[config.mk]
export PLATFORM = sky130hd
export DESIGN_NAME = axi_id_remap
export DESIGN_NICKNAME = d
export VERILOG_FILES = /design/src/rtl/axi_id_remap.sv
export SDC_FILE = /design/constraint.sdc
export NUM_CORES = 1
export LEC_CHECK = 0
export CAP_MARGIN = 20
export CORE_AREA = 2 2 189 191
export CTS_BUF_LIST = sky130_fd_sc_hd__clkbuf_2 sky130_fd_sc_hd__clkbuf_4 sky130_fd_sc_hd__clkbuf_8
export CTS_CLUSTER_SIZE = 14
export DETAILED_ROUTE_END_ITERATION = 12
export DIE_AREA = 0 0 191 193
export PLACE_DENSITY = 0.64
export SYNTH_ARGS = -nofsm -noshare
export SYNTH_HDL_FRONTEND = slang
export SYNTH_HIERARCHICAL = 1
export SYNTH_SLANG_ARGS = --single-unit
[constraint.sdc]
create_clock -name clk_i -period 14.5 [get_ports clk_i]
set_input_delay 4.35 -clock clk_i [delete_from_list [all_inputs] [get_ports clk_i]]
set_output_delay 4.35 -clock clk_i [all_outputs]
set_load 0.01 [all_outputs]
[src/rtl/axi_id_remap.sv]
// AXI ID remapper: squeezes wide slave-side IDs into a small slot index and restores them on R/B.
// Optional SVA checks are compiled in when AXI_ID_REMAP_ASSERT_EN is defined.
`timescale 1ns/1ps

module axi_id_remap_table #(
   parameter int IN_W  = 12,
   parameter int OUT_W = 2,
   parameter int MAX   = 4
) (
   input  logic             clk_i,
   input  logic             rst_ni,
   input  logic             i_req_valid,
   input  logic [IN_W-1:0]  i_req_id,
   input  logic             i_req_ready,
   output logic             o_req_avail,
   output logic [OUT_W-1:0] o_req_slot,
   input  logic             i_rsp_valid,
   input  logic             i_rsp_ready,
   input  logic             i_rsp_last,
   input  logic [OUT_W-1:0] i_rsp_slot,
   output logic [IN_W-1:0]  o_rsp_id
);

   localparam int NB_SLOTS = 1 << OUT_W;
   localparam int CNT_W    = $clog2(MAX + 1);
   localparam logic [CNT_W-1:0] MAX_CNT = CNT_W'(MAX);
   localparam logic [CNT_W-1:0] ONE_CNT = CNT_W'(1);

   typedef struct packed {
      logic             valid;
      logic [IN_W-1:0]  orig_id;
      logic [CNT_W-1:0] cnt;
   } slot_t;

   slot_t            r_tab [NB_SLOTS];
   logic             w_hit;
   logic [OUT_W-1:0] w_hit_slot;
   logic             w_free;
   logic [OUT_W-1:0] w_free_slot;
   logic             w_inc;
   logic             w_dec;

   // Lowest-index match wins; an ID never occupies two slots so ordering per ID is preserved.
   always_comb begin
      // NOTE: every output of a combinational block gets a default first, otherwise a latch is inferred.
      w_hit       = 1'b0;
      w_hit_slot  = '0;
      w_free      = 1'b0;
      w_free_slot = '0;
      for (int i = 0; i < NB_SLOTS; i++) begin
         if (!w_hit && r_tab[i].valid && (r_tab[i].orig_id == i_req_id)) begin
            w_hit      = 1'b1;
            w_hit_slot = OUT_W'(i);
         end
         if (!w_free && !r_tab[i].valid) begin
            w_free      = 1'b1;
            w_free_slot = OUT_W'(i);
         end
      end
   end

   assign o_req_avail = w_hit ? (r_tab[w_hit_slot].cnt < MAX_CNT) : w_free;
   assign o_req_slot  = w_hit ? w_hit_slot : w_free_slot;
   assign o_rsp_id    = r_tab[i_rsp_slot].orig_id;

   assign w_inc = i_req_valid && i_req_ready && o_req_avail;
   // A response on an idle slot leaves the counter saturated at zero.
   assign w_dec = i_rsp_valid && i_rsp_ready && i_rsp_last && (r_tab[i_rsp_slot].cnt != '0);

   always_ff @(posedge clk_i or negedge rst_ni) begin
      if (!rst_ni) begin
         // NOTE: the table is small flop storage, so every entry is reset; a RAM would not be.
         for (int i = 0; i < NB_SLOTS; i++) begin
            r_tab[i] <= '0;
         end
      end else begin
         for (int i = 0; i < NB_SLOTS; i++) begin
            // NOTE: sequential state uses non-blocking assignments only.
            if (w_inc && (o_req_slot == OUT_W'(i)) && !(w_dec && (i_rsp_slot == OUT_W'(i)))) begin
               r_tab[i].valid   <= 1'b1;
               r_tab[i].orig_id <= i_req_id;
               r_tab[i].cnt     <= r_tab[i].cnt + ONE_CNT;
            end else if (w_dec && (i_rsp_slot == OUT_W'(i)) && !(w_inc && (o_req_slot == OUT_W'(i)))) begin
               r_tab[i].cnt <= r_tab[i].cnt - ONE_CNT;
               if (r_tab[i].cnt == ONE_CNT) begin
                  r_tab[i].valid <= 1'b0;
               end
            end else if (w_inc && (o_req_slot == OUT_W'(i))) begin
               r_tab[i].valid   <= 1'b1;
               r_tab[i].orig_id <= i_req_id;
            end
         end
      end
   end

`ifdef AXI_ID_REMAP_ASSERT_EN
   a_rsp_on_free_slot : assert property (@(posedge clk_i) disable iff (!rst_ni)
      i_rsp_valid |-> r_tab[i_rsp_slot].valid)
      else $error("axi_id_remap: response on free slot %0d", i_rsp_slot);
   a_dec_at_zero : assert property (@(posedge clk_i) disable iff (!rst_ni)
      (i_rsp_valid && i_rsp_ready && i_rsp_last) |-> (r_tab[i_rsp_slot].cnt != '0))
      else $error("axi_id_remap: decrement at zero on slot %0d", i_rsp_slot);
   a_inc_at_max : assert property (@(posedge clk_i) disable iff (!rst_ni)
      w_inc |-> (r_tab[o_req_slot].cnt != MAX_CNT))
      else $error("axi_id_remap: increment at max on slot %0d", o_req_slot);
   a_valid_held : assert property (@(posedge clk_i) disable iff (!rst_ni)
      (i_req_valid && o_req_avail && !i_req_ready) |=> (i_req_valid && o_req_avail))
      else $error("axi_id_remap: request valid dropped before ready");
   a_id_known : assert property (@(posedge clk_i) disable iff (!rst_ni)
      i_req_valid |-> !$isunknown(i_req_id))
      else $error("axi_id_remap: unknown ID while valid");
`else
   // Checks compiled out; datapath above is identical.
`endif

endmodule

module axi_id_remap #(
   parameter int AXI_ADDR_WIDTH   = 32,
   parameter int AXI_DATA_WIDTH   = 32,
   parameter int AXI_USER_WIDTH   = 1,
   parameter int AXI_ID_IN_WIDTH  = 12,
   parameter int AXI_ID_OUT_WIDTH = 2,
   parameter int MAX_TXNS_PER_ID  = 4
) (
   input  logic                        clk_i,
   input  logic                        rst_ni,
   // slave side AW
   input  logic [AXI_ID_IN_WIDTH-1:0]  i_slv_aw_id,
   input  logic [AXI_ADDR_WIDTH-1:0]   i_slv_aw_addr,
   input  logic [7:0]                  i_slv_aw_len,
   input  logic [2:0]                  i_slv_aw_size,
   input  logic [1:0]                  i_slv_aw_burst,
   input  logic                        i_slv_aw_lock,
   input  logic [3:0]                  i_slv_aw_cache,
   input  logic [2:0]                  i_slv_aw_prot,
   input  logic [3:0]                  i_slv_aw_qos,
   input  logic [3:0]                  i_slv_aw_region,
   input  logic [AXI_USER_WIDTH-1:0]   i_slv_aw_user,
   input  logic                        i_slv_aw_valid,
   output logic                        o_slv_aw_ready,
   // slave side W
   input  logic [AXI_DATA_WIDTH-1:0]   i_slv_w_data,
   input  logic [AXI_DATA_WIDTH/8-1:0] i_slv_w_strb,
   input  logic                        i_slv_w_last,
   input  logic [AXI_USER_WIDTH-1:0]   i_slv_w_user,
   input  logic                        i_slv_w_valid,
   output logic                        o_slv_w_ready,
   // slave side B
   output logic [AXI_ID_IN_WIDTH-1:0]  o_slv_b_id,
   output logic [1:0]                  o_slv_b_resp,
   output logic [AXI_USER_WIDTH-1:0]   o_slv_b_user,
   output logic                        o_slv_b_valid,
   input  logic                        i_slv_b_ready,
   // slave side AR
   input  logic [AXI_ID_IN_WIDTH-1:0]  i_slv_ar_id,
   input  logic [AXI_ADDR_WIDTH-1:0]   i_slv_ar_addr,
   input  logic [7:0]                  i_slv_ar_len,
   input  logic [2:0]                  i_slv_ar_size,
   input  logic [1:0]                  i_slv_ar_burst,
   input  logic                        i_slv_ar_lock,
   input  logic [3:0]                  i_slv_ar_cache,
   input  logic [2:0]                  i_slv_ar_prot,
   input  logic [3:0]                  i_slv_ar_qos,
   input  logic [3:0]                  i_slv_ar_region,
   input  logic [AXI_USER_WIDTH-1:0]   i_slv_ar_user,
   input  logic                        i_slv_ar_valid,
   output logic                        o_slv_ar_ready,
   // slave side R
   output logic [AXI_ID_IN_WIDTH-1:0]  o_slv_r_id,
   output logic [AXI_DATA_WIDTH-1:0]   o_slv_r_data,
   output logic [1:0]                  o_slv_r_resp,
   output logic                        o_slv_r_last,
   output logic [AXI_USER_WIDTH-1:0]   o_slv_r_user,
   output logic                        o_slv_r_valid,
   input  logic                        i_slv_r_ready,
   // master side AW
   output logic [AXI_ID_OUT_WIDTH-1:0] o_mst_aw_id,
   output logic [AXI_ADDR_WIDTH-1:0]   o_mst_aw_addr,
   output logic [7:0]                  o_mst_aw_len,
   output logic [2:0]                  o_mst_aw_size,
   output logic [1:0]                  o_mst_aw_burst,
   output logic                        o_mst_aw_lock,
   output logic [3:0]                  o_mst_aw_cache,
   output logic [2:0]                  o_mst_aw_prot,
   output logic [3:0]                  o_mst_aw_qos,
   output logic [3:0]                  o_mst_aw_region,
   output logic [AXI_USER_WIDTH-1:0]   o_mst_aw_user,
   output logic                        o_mst_aw_valid,
   input  logic                        i_mst_aw_ready,
   // master side W
   output logic [AXI_DATA_WIDTH-1:0]   o_mst_w_data,
   output logic [AXI_DATA_WIDTH/8-1:0] o_mst_w_strb,
   output logic                        o_mst_w_last,
   output logic [AXI_USER_WIDTH-1:0]   o_mst_w_user,
   output logic                        o_mst_w_valid,
   input  logic                        i_mst_w_ready,
   // master side B
   input  logic [AXI_ID_OUT_WIDTH-1:0] i_mst_b_id,
   input  logic [1:0]                  i_mst_b_resp,
   input  logic [AXI_USER_WIDTH-1:0]   i_mst_b_user,
   input  logic                        i_mst_b_valid,
   output logic                        o_mst_b_ready,
   // master side AR
   output logic [AXI_ID_OUT_WIDTH-1:0] o_mst_ar_id,
   output logic [AXI_ADDR_WIDTH-1:0]   o_mst_ar_addr,
   output logic [7:0]                  o_mst_ar_len,
   output logic [2:0]                  o_mst_ar_size,
   output logic [1:0]                  o_mst_ar_burst,
   output logic                        o_mst_ar_lock,
   output logic [3:0]                  o_mst_ar_cache,
   output logic [2:0]                  o_mst_ar_prot,
   output logic [3:0]                  o_mst_ar_qos,
   output logic [3:0]                  o_mst_ar_region,
   output logic [AXI_USER_WIDTH-1:0]   o_mst_ar_user,
   output logic                        o_mst_ar_valid,
   input  logic                        i_mst_ar_ready,
   // master side R
   input  logic [AXI_ID_OUT_WIDTH-1:0] i_mst_r_id,
   input  logic [AXI_DATA_WIDTH-1:0]   i_mst_r_data,
   input  logic [1:0]                  i_mst_r_resp,
   input  logic                        i_mst_r_last,
   input  logic [AXI_USER_WIDTH-1:0]   i_mst_r_user,
   input  logic                        i_mst_r_valid,
   output logic                        o_mst_r_ready
);

   logic                        w_ar_avail;
   logic [AXI_ID_OUT_WIDTH-1:0] w_ar_slot;
   logic                        w_aw_avail;
   logic [AXI_ID_OUT_WIDTH-1:0] w_aw_slot;

   axi_id_remap_table #(
      .IN_W  (AXI_ID_IN_WIDTH),
      .OUT_W (AXI_ID_OUT_WIDTH),
      .MAX   (MAX_TXNS_PER_ID)
   ) u_rd_table (
      .clk_i       (clk_i),
      .rst_ni      (rst_ni),
      .i_req_valid (i_slv_ar_valid),
      .i_req_id    (i_slv_ar_id),
      .i_req_ready (i_mst_ar_ready),
      .o_req_avail (w_ar_avail),
      .o_req_slot  (w_ar_slot),
      .i_rsp_valid (i_mst_r_valid),
      .i_rsp_ready (i_slv_r_ready),
      .i_rsp_last  (i_mst_r_last),
      .i_rsp_slot  (i_mst_r_id),
      .o_rsp_id    (o_slv_r_id)
   );

   // Write responses have no last beat; every B handshake retires one burst.
   axi_id_remap_table #(
      .IN_W  (AXI_ID_IN_WIDTH),
      .OUT_W (AXI_ID_OUT_WIDTH),
      .MAX   (MAX_TXNS_PER_ID)
   ) u_wr_table (
      .clk_i       (clk_i),
      .rst_ni      (rst_ni),
      .i_req_valid (i_slv_aw_valid),
      .i_req_id    (i_slv_aw_id),
      .i_req_ready (i_mst_aw_ready),
      .o_req_avail (w_aw_avail),
      .o_req_slot  (w_aw_slot),
      .i_rsp_valid (i_mst_b_valid),
      .i_rsp_ready (i_slv_b_ready),
      .i_rsp_last  (1'b1),
      .i_rsp_slot  (i_mst_b_id),
      .o_rsp_id    (o_slv_b_id)
   );

   assign o_mst_ar_valid  = i_slv_ar_valid && w_ar_avail;
   assign o_slv_ar_ready  = i_mst_ar_ready && w_ar_avail;
   assign o_mst_ar_id     = w_ar_slot;
   assign o_mst_ar_addr   = i_slv_ar_addr;
   assign o_mst_ar_len    = i_slv_ar_len;
   assign o_mst_ar_size   = i_slv_ar_size;
   assign o_mst_ar_burst  = i_slv_ar_burst;
   assign o_mst_ar_lock   = i_slv_ar_lock;
   assign o_mst_ar_cache  = i_slv_ar_cache;
   assign o_mst_ar_prot   = i_slv_ar_prot;
   assign o_mst_ar_qos    = i_slv_ar_qos;
   assign o_mst_ar_region = i_slv_ar_region;
   assign o_mst_ar_user   = i_slv_ar_user;

   assign o_mst_aw_valid  = i_slv_aw_valid && w_aw_avail;
   assign o_slv_aw_ready  = i_mst_aw_ready && w_aw_avail;
   assign o_mst_aw_id     = w_aw_slot;
   assign o_mst_aw_addr   = i_slv_aw_addr;
   assign o_mst_aw_len    = i_slv_aw_len;
   assign o_mst_aw_size   = i_slv_aw_size;
   assign o_mst_aw_burst  = i_slv_aw_burst;
   assign o_mst_aw_lock   = i_slv_aw_lock;
   assign o_mst_aw_cache  = i_slv_aw_cache;
   assign o_mst_aw_prot   = i_slv_aw_prot;
   assign o_mst_aw_qos    = i_slv_aw_qos;
   assign o_mst_aw_region = i_slv_aw_region;
   assign o_mst_aw_user   = i_slv_aw_user;

   assign o_mst_w_data    = i_slv_w_data;
   assign o_mst_w_strb    = i_slv_w_strb;
   assign o_mst_w_last    = i_slv_w_last;
   assign o_mst_w_user    = i_slv_w_user;
   assign o_mst_w_valid   = i_slv_w_valid;
   assign o_slv_w_ready   = i_mst_w_ready;

   assign o_slv_r_data    = i_mst_r_data;
   assign o_slv_r_resp    = i_mst_r_resp;
   assign o_slv_r_last    = i_mst_r_last;
   assign o_slv_r_user    = i_mst_r_user;
   assign o_slv_r_valid   = i_mst_r_valid;
   assign o_mst_r_ready   = i_slv_r_ready;

   assign o_slv_b_resp    = i_mst_b_resp;
   assign o_slv_b_user    = i_mst_b_user;
   assign o_slv_b_valid   = i_mst_b_valid;
   assign o_mst_b_ready   = i_slv_b_ready;

endmodule
==> results.txt <==
Setup repair after global routing left no endpoint under its margin. In this run, synthesis produced a sequential element count of 128. The final-report max-slew violation count came out at 0.

The overall power came out at 0.00200 W. The initial utilization of the core area, before any placement, comes to 28.7%. After synthesis, flip-flops and latches occupy 32.0% of the total area. The number of clock sinks is 128. The maximum clock frequency came out at 0.0834 GHz. The register-to-register path setup slack came out at 10.63 ns. The endpoint identified for the worst register-to-register timing path is u_wr_table/r_tab[2].

The largest net degree at the start of global routing came out at 70. The total number of placement rows came out at 69. The worst setup path is launched from a primary input.

The largest single stage delay on the critical path is 0.70 ns. The maximum count of clock buffers along a single path came out at 2. The shortest clock period the worst path allows after layout came out at 11.99 ns.

The number of maximum-capacitance constraint violations came out at 0. The slowest stage cell on the critical path is sky130_fd_sc_hd__clkdlybuf4s50_1. The routed layout has 5760 vias.

The last weighted congestion value of the routability-driven placer came out at 0.833. The clock reaches the later pin of the worst-skew pair after 0.45 ns. The width of the die is 191 um. The vertical die dimension came out at 193 um.

In this run the tool buffered the top-level ports with 75 buffer cells. The level count of the clock H-tree came out at 4. TritonCTS built the clock tree.

The run finished with clean final reports. Along the worst path, the maximum fanout reaches 8. The routed design has 37400 um of wire. The Yosys warning count is 6. The most congested layer reported by global routing is met2. The final number of setup-violating endpoints is 0.

The unique cell type count in the Yosys netlist came out at 45. The cell at the root of the clock tree is sky130_fd_sc_hd__clkbuf_8. After clock tree synthesis, the flow added hold-fix buffers numbering 0. The area used by sequential logic in the layout is 3200 um^2. Synthesis produced 908 cells.

The number of setup buffers added after CTS came out at 0. The clock-pin slew on the worst setup and hold paths is 0.08 ns. The class of the worst hold path is flop to flop. The total DRC errors in the routed layout is 0. The critical path endpoint is o_mst_ar_valid. Headroom to the max-slew limit came out at 26.7%. Dividing the detail-routed wire length by the instance count gives 30.4 um. The fraction of met1 tracks used by global routing came out at 15.6%. The slew at the pin closest to its max-slew limit is 1.10 ns. Summing all multi-input logic gate instances after layout gives 4810 um^2. The average size of a mapped cell came out at 11.0 um^2. The worst setup path is captured at a primary output. The detail route stage leaves a number of antenna-violating nets equal to 0. The number of gates resized after cts came out at 0. Summed over all failing endpoints, the final setup total negative slack is 0 ns. The global-route wire length before repair is 49500 um. The overall die area came out at 36900 um^2. 0 antenna diodes ended up in the layout. Compared with the post-synthesis result, the final layout area differs by -0.612%. Global routing finished with a remaining overflow of 0.

The arrival time of data at the critical path endpoint came out at 7.64 ns. The peak ir drop on the vdd network came out at 0.0961 mV. The power density over cell area came out at 201 nW/um^2. The critical register-to-register path startpoint is u_wr_table/r_tab[9].

The worst clock skew came out at 0.0196 ns. The launching element of the worst setup path is i_slv_ar_id[0]. The number of nets produced by synthesis came out at 1205.

TritonCTS created 17 clock buffers. The count of cells along the worst register-to-register path came out at 10. The signal on the critical path passes through clkdlybuf4s50_1 > xnor2_2 > nand4_1 > or4_1 > nor2b_1 > and2_1 > o41a_2 > and2_1 > clkdlybuf4s50_1. The first-pass detailed-route iteration total came out at 4. The post-route netlist has 24.8% of its cells at a drive strength greater than 1. The global routing usage on met2 is 30.7%.

The cell area that synthesis handed to floorplanning was 10000 um^2. The required time of the critical path came out at 10.15 ns. The number of failing hold endpoints at the final stage came out at 0. The start point of the worst min-delay path is u_rd_table/r_tab[2]. In this run, the number of DRC markers left after iteration 0 of detailed routing was 255. The via count of the first global-routing pass came to 5972. The number of antenna violations at the first check in global routing came out at 1.

The path type of the worst setup path is primary input to primary output. The met3 layer usage reported by global route came out at 24.9%. The placed wire-length estimate after detailed placement is 31200 um.

Dividing the detail-routed via count by the number of cells gives 4.68. The portion of the clock cycle consumed by the worst path in the final layout is 82.7%. The analysis attributes to cell leakage a power of 3.91 nW. The combined global-route utilization of all metal layers came out at 19.7%. In the final design database the tool counted 1054 nets. The layout has 3599 filler cells. The top-level port count came out at 480. The standard cell core area came out at 35000 um^2.
-- cells in the mapped netlist (all sizes together) --
| cell | number | area [um^2] |
|---|---|---|
| ha | 56 | 701 |
| mux2i | 2 | 20.0 |
| nand2b | 10 | 62.6 |
| or2 | 2 | 12.5 |
| nor2b | 6 | 37.5 |
| conb | 1 | 3.75 |
| nand2 | 34 | 128 |
| dfrtp | 128 | 3200 |
| or4 | 2 | 15.0 |
| and2 | 8 | 50.1 |
| a31oi | 2 | 12.5 |
| mux4 | 26 | 586 |
| and2b | 2 | 15.0 |
| inv | 34 | 128 |
| o31ai | 2 | 15.0 |
| o21ai | 8 | 40.0 |
| nand3 | 12 | 60.1 |
| a21oi | 28 | 163 |
| xnor2 | 112 | 996 |
| xor2 | 8 | 70.1 |
| clkbuf | 6 | 22.5 |
| a21boi | 2 | 15.0 |
| o211ai | 2 | 15.0 |
| nor2 | 20 | 75.1 |
| o311ai | 2 | 52.6 |
| mux2 | 104 | 1230 |
| o41a | 2 | 25.0 |
| nand4 | 18 | 125 |
| nand3b | 6 | 45.0 |
| buf | 243 | 1860 |
| nor3 | 10 | 72.6 |
| a211oi | 2 | 40.0 |
| nor4 | 8 | 123 |
-- area by class of cell --
| cell class | instances | area share (%) |
|---|---|---|
| multi-input cells | 497 | 48.2 |
| repair buffers | 79 | 7.89 |
| clock buffers | 17 | 2.35 |
| well taps | 461 | 5.79 |
| flip-flops and latches | 128 | 32.2 |
| clock inverters | 15 | 2.30 |
| inverters | 34 | 1.28 |
-- layer usage --
layer | vias up | routed length [um] | share of wire [%]
met5 | - | 256 | 0.68
met4 | 8 | 270 | 0.72
met3 | 23 | 10300 | 27
met2 | 416 | 17100 | 46
met1 | 2789 | 9470 | 25
li1 | 2524 | - | -
-- report_power, final --
| group | switching [W] | internal, W | leakage, nW |
|---|---|---|---|
| Combinational | 0.000391 | 0.000525 | 2.13 |
| Sequential | 0.000184 | 0.000535 | 1.54 |
| Clock | 0.000158 | 0.000207 | 0.232 |
-- how the worst min path moves through the flow --
| stage | cells after the start | end |
|---|---|---|
| floorplan | 1 | u_rd_table/r_tab[34] |
| global route | 1 | u_rd_table/r_tab[2] |
| global placement | 1 | u_rd_table/r_tab[2] |
| finish | 1 | u_rd_table/r_tab[2] |
| CTS | 1 | u_rd_table/r_tab[2] |
| detailed placement | 1 | u_rd_table/r_tab[2] |
-- sequential cells by signal (all words and copies together) (netlist names) --
name / count
u_rd_table/r_tab: 64
u_wr_table/r_tab: 64
-- cells by family after synthesis --
| kind of cell | synth area share (%) |
|---|---|
| AOI/OAI and AO/OA | 3.77 |
| xor gates and xnor gates | 10.6 |
| adders and majority gates | 6.99 |
| buffers and inverters | 20.1 |
| DFF | 32.0 |
| muxes | 18.3 |
| other | 0.0374 |
| and+or+nand+nor | 8.19 |
-- per-stage QoR --
stage | cells | hold WS, ns | cell area (um^2) | util (%) | setup WS [ns]
detailed placement | 1198 | 0.520 | 9480 | 27.1 | 2.49
global placement | 1198 | 0.507 | 9480 | 27.1 | 2.51
finish | 1231 | 0.526 | 9960 | 28.5 | 2.51
global route | 1231 | 0.561 | 9960 | 28.5 | 2.36
CTS | 1230 | 0.532 | 9950 | 28.4 | 2.49
floorplan | 908 | 0.472 | 10000 | - | 3.83
-- critical path: cells and delay by family --
kind,cells,cell delay [ns]
AND/OR/NAND/NOR,5,1.42
AO/OA/AOI/OAI,1,0.53
buffers and inverters,2,1.17
XOR/XNOR,1,0.16
-- layout by cell type (no fill, tap or decap), types with 16 or more instances in the layout --
| master | synthesis | final |
|---|---|---|
| sky130_fd_sc_hd__a21oi_1 | 22 | 22 |
| sky130_fd_sc_hd__clkbuf_8 | 0 | 17 |
| sky130_fd_sc_hd__clkdlybuf4s50_1 | 0 | 74 |
| sky130_fd_sc_hd__dfrtp_1 | 128 | 128 |
| sky130_fd_sc_hd__ha_1 | 56 | 56 |
| sky130_fd_sc_hd__inv_1 | 34 | 34 |
| sky130_fd_sc_hd__mux2_2 | 86 | 86 |
| sky130_fd_sc_hd__mux2_4 | 16 | 16 |
| sky130_fd_sc_hd__mux4_2 | 26 | 26 |
| sky130_fd_sc_hd__nand2_1 | 34 | 34 |
| sky130_fd_sc_hd__nand4_1 | 16 | 16 |
| sky130_fd_sc_hd__nor2_1 | 20 | 20 |
| sky130_fd_sc_hd__xnor2_1 | 110 | 110 |
Note: power is estimated with default switching activity, not from simulation.
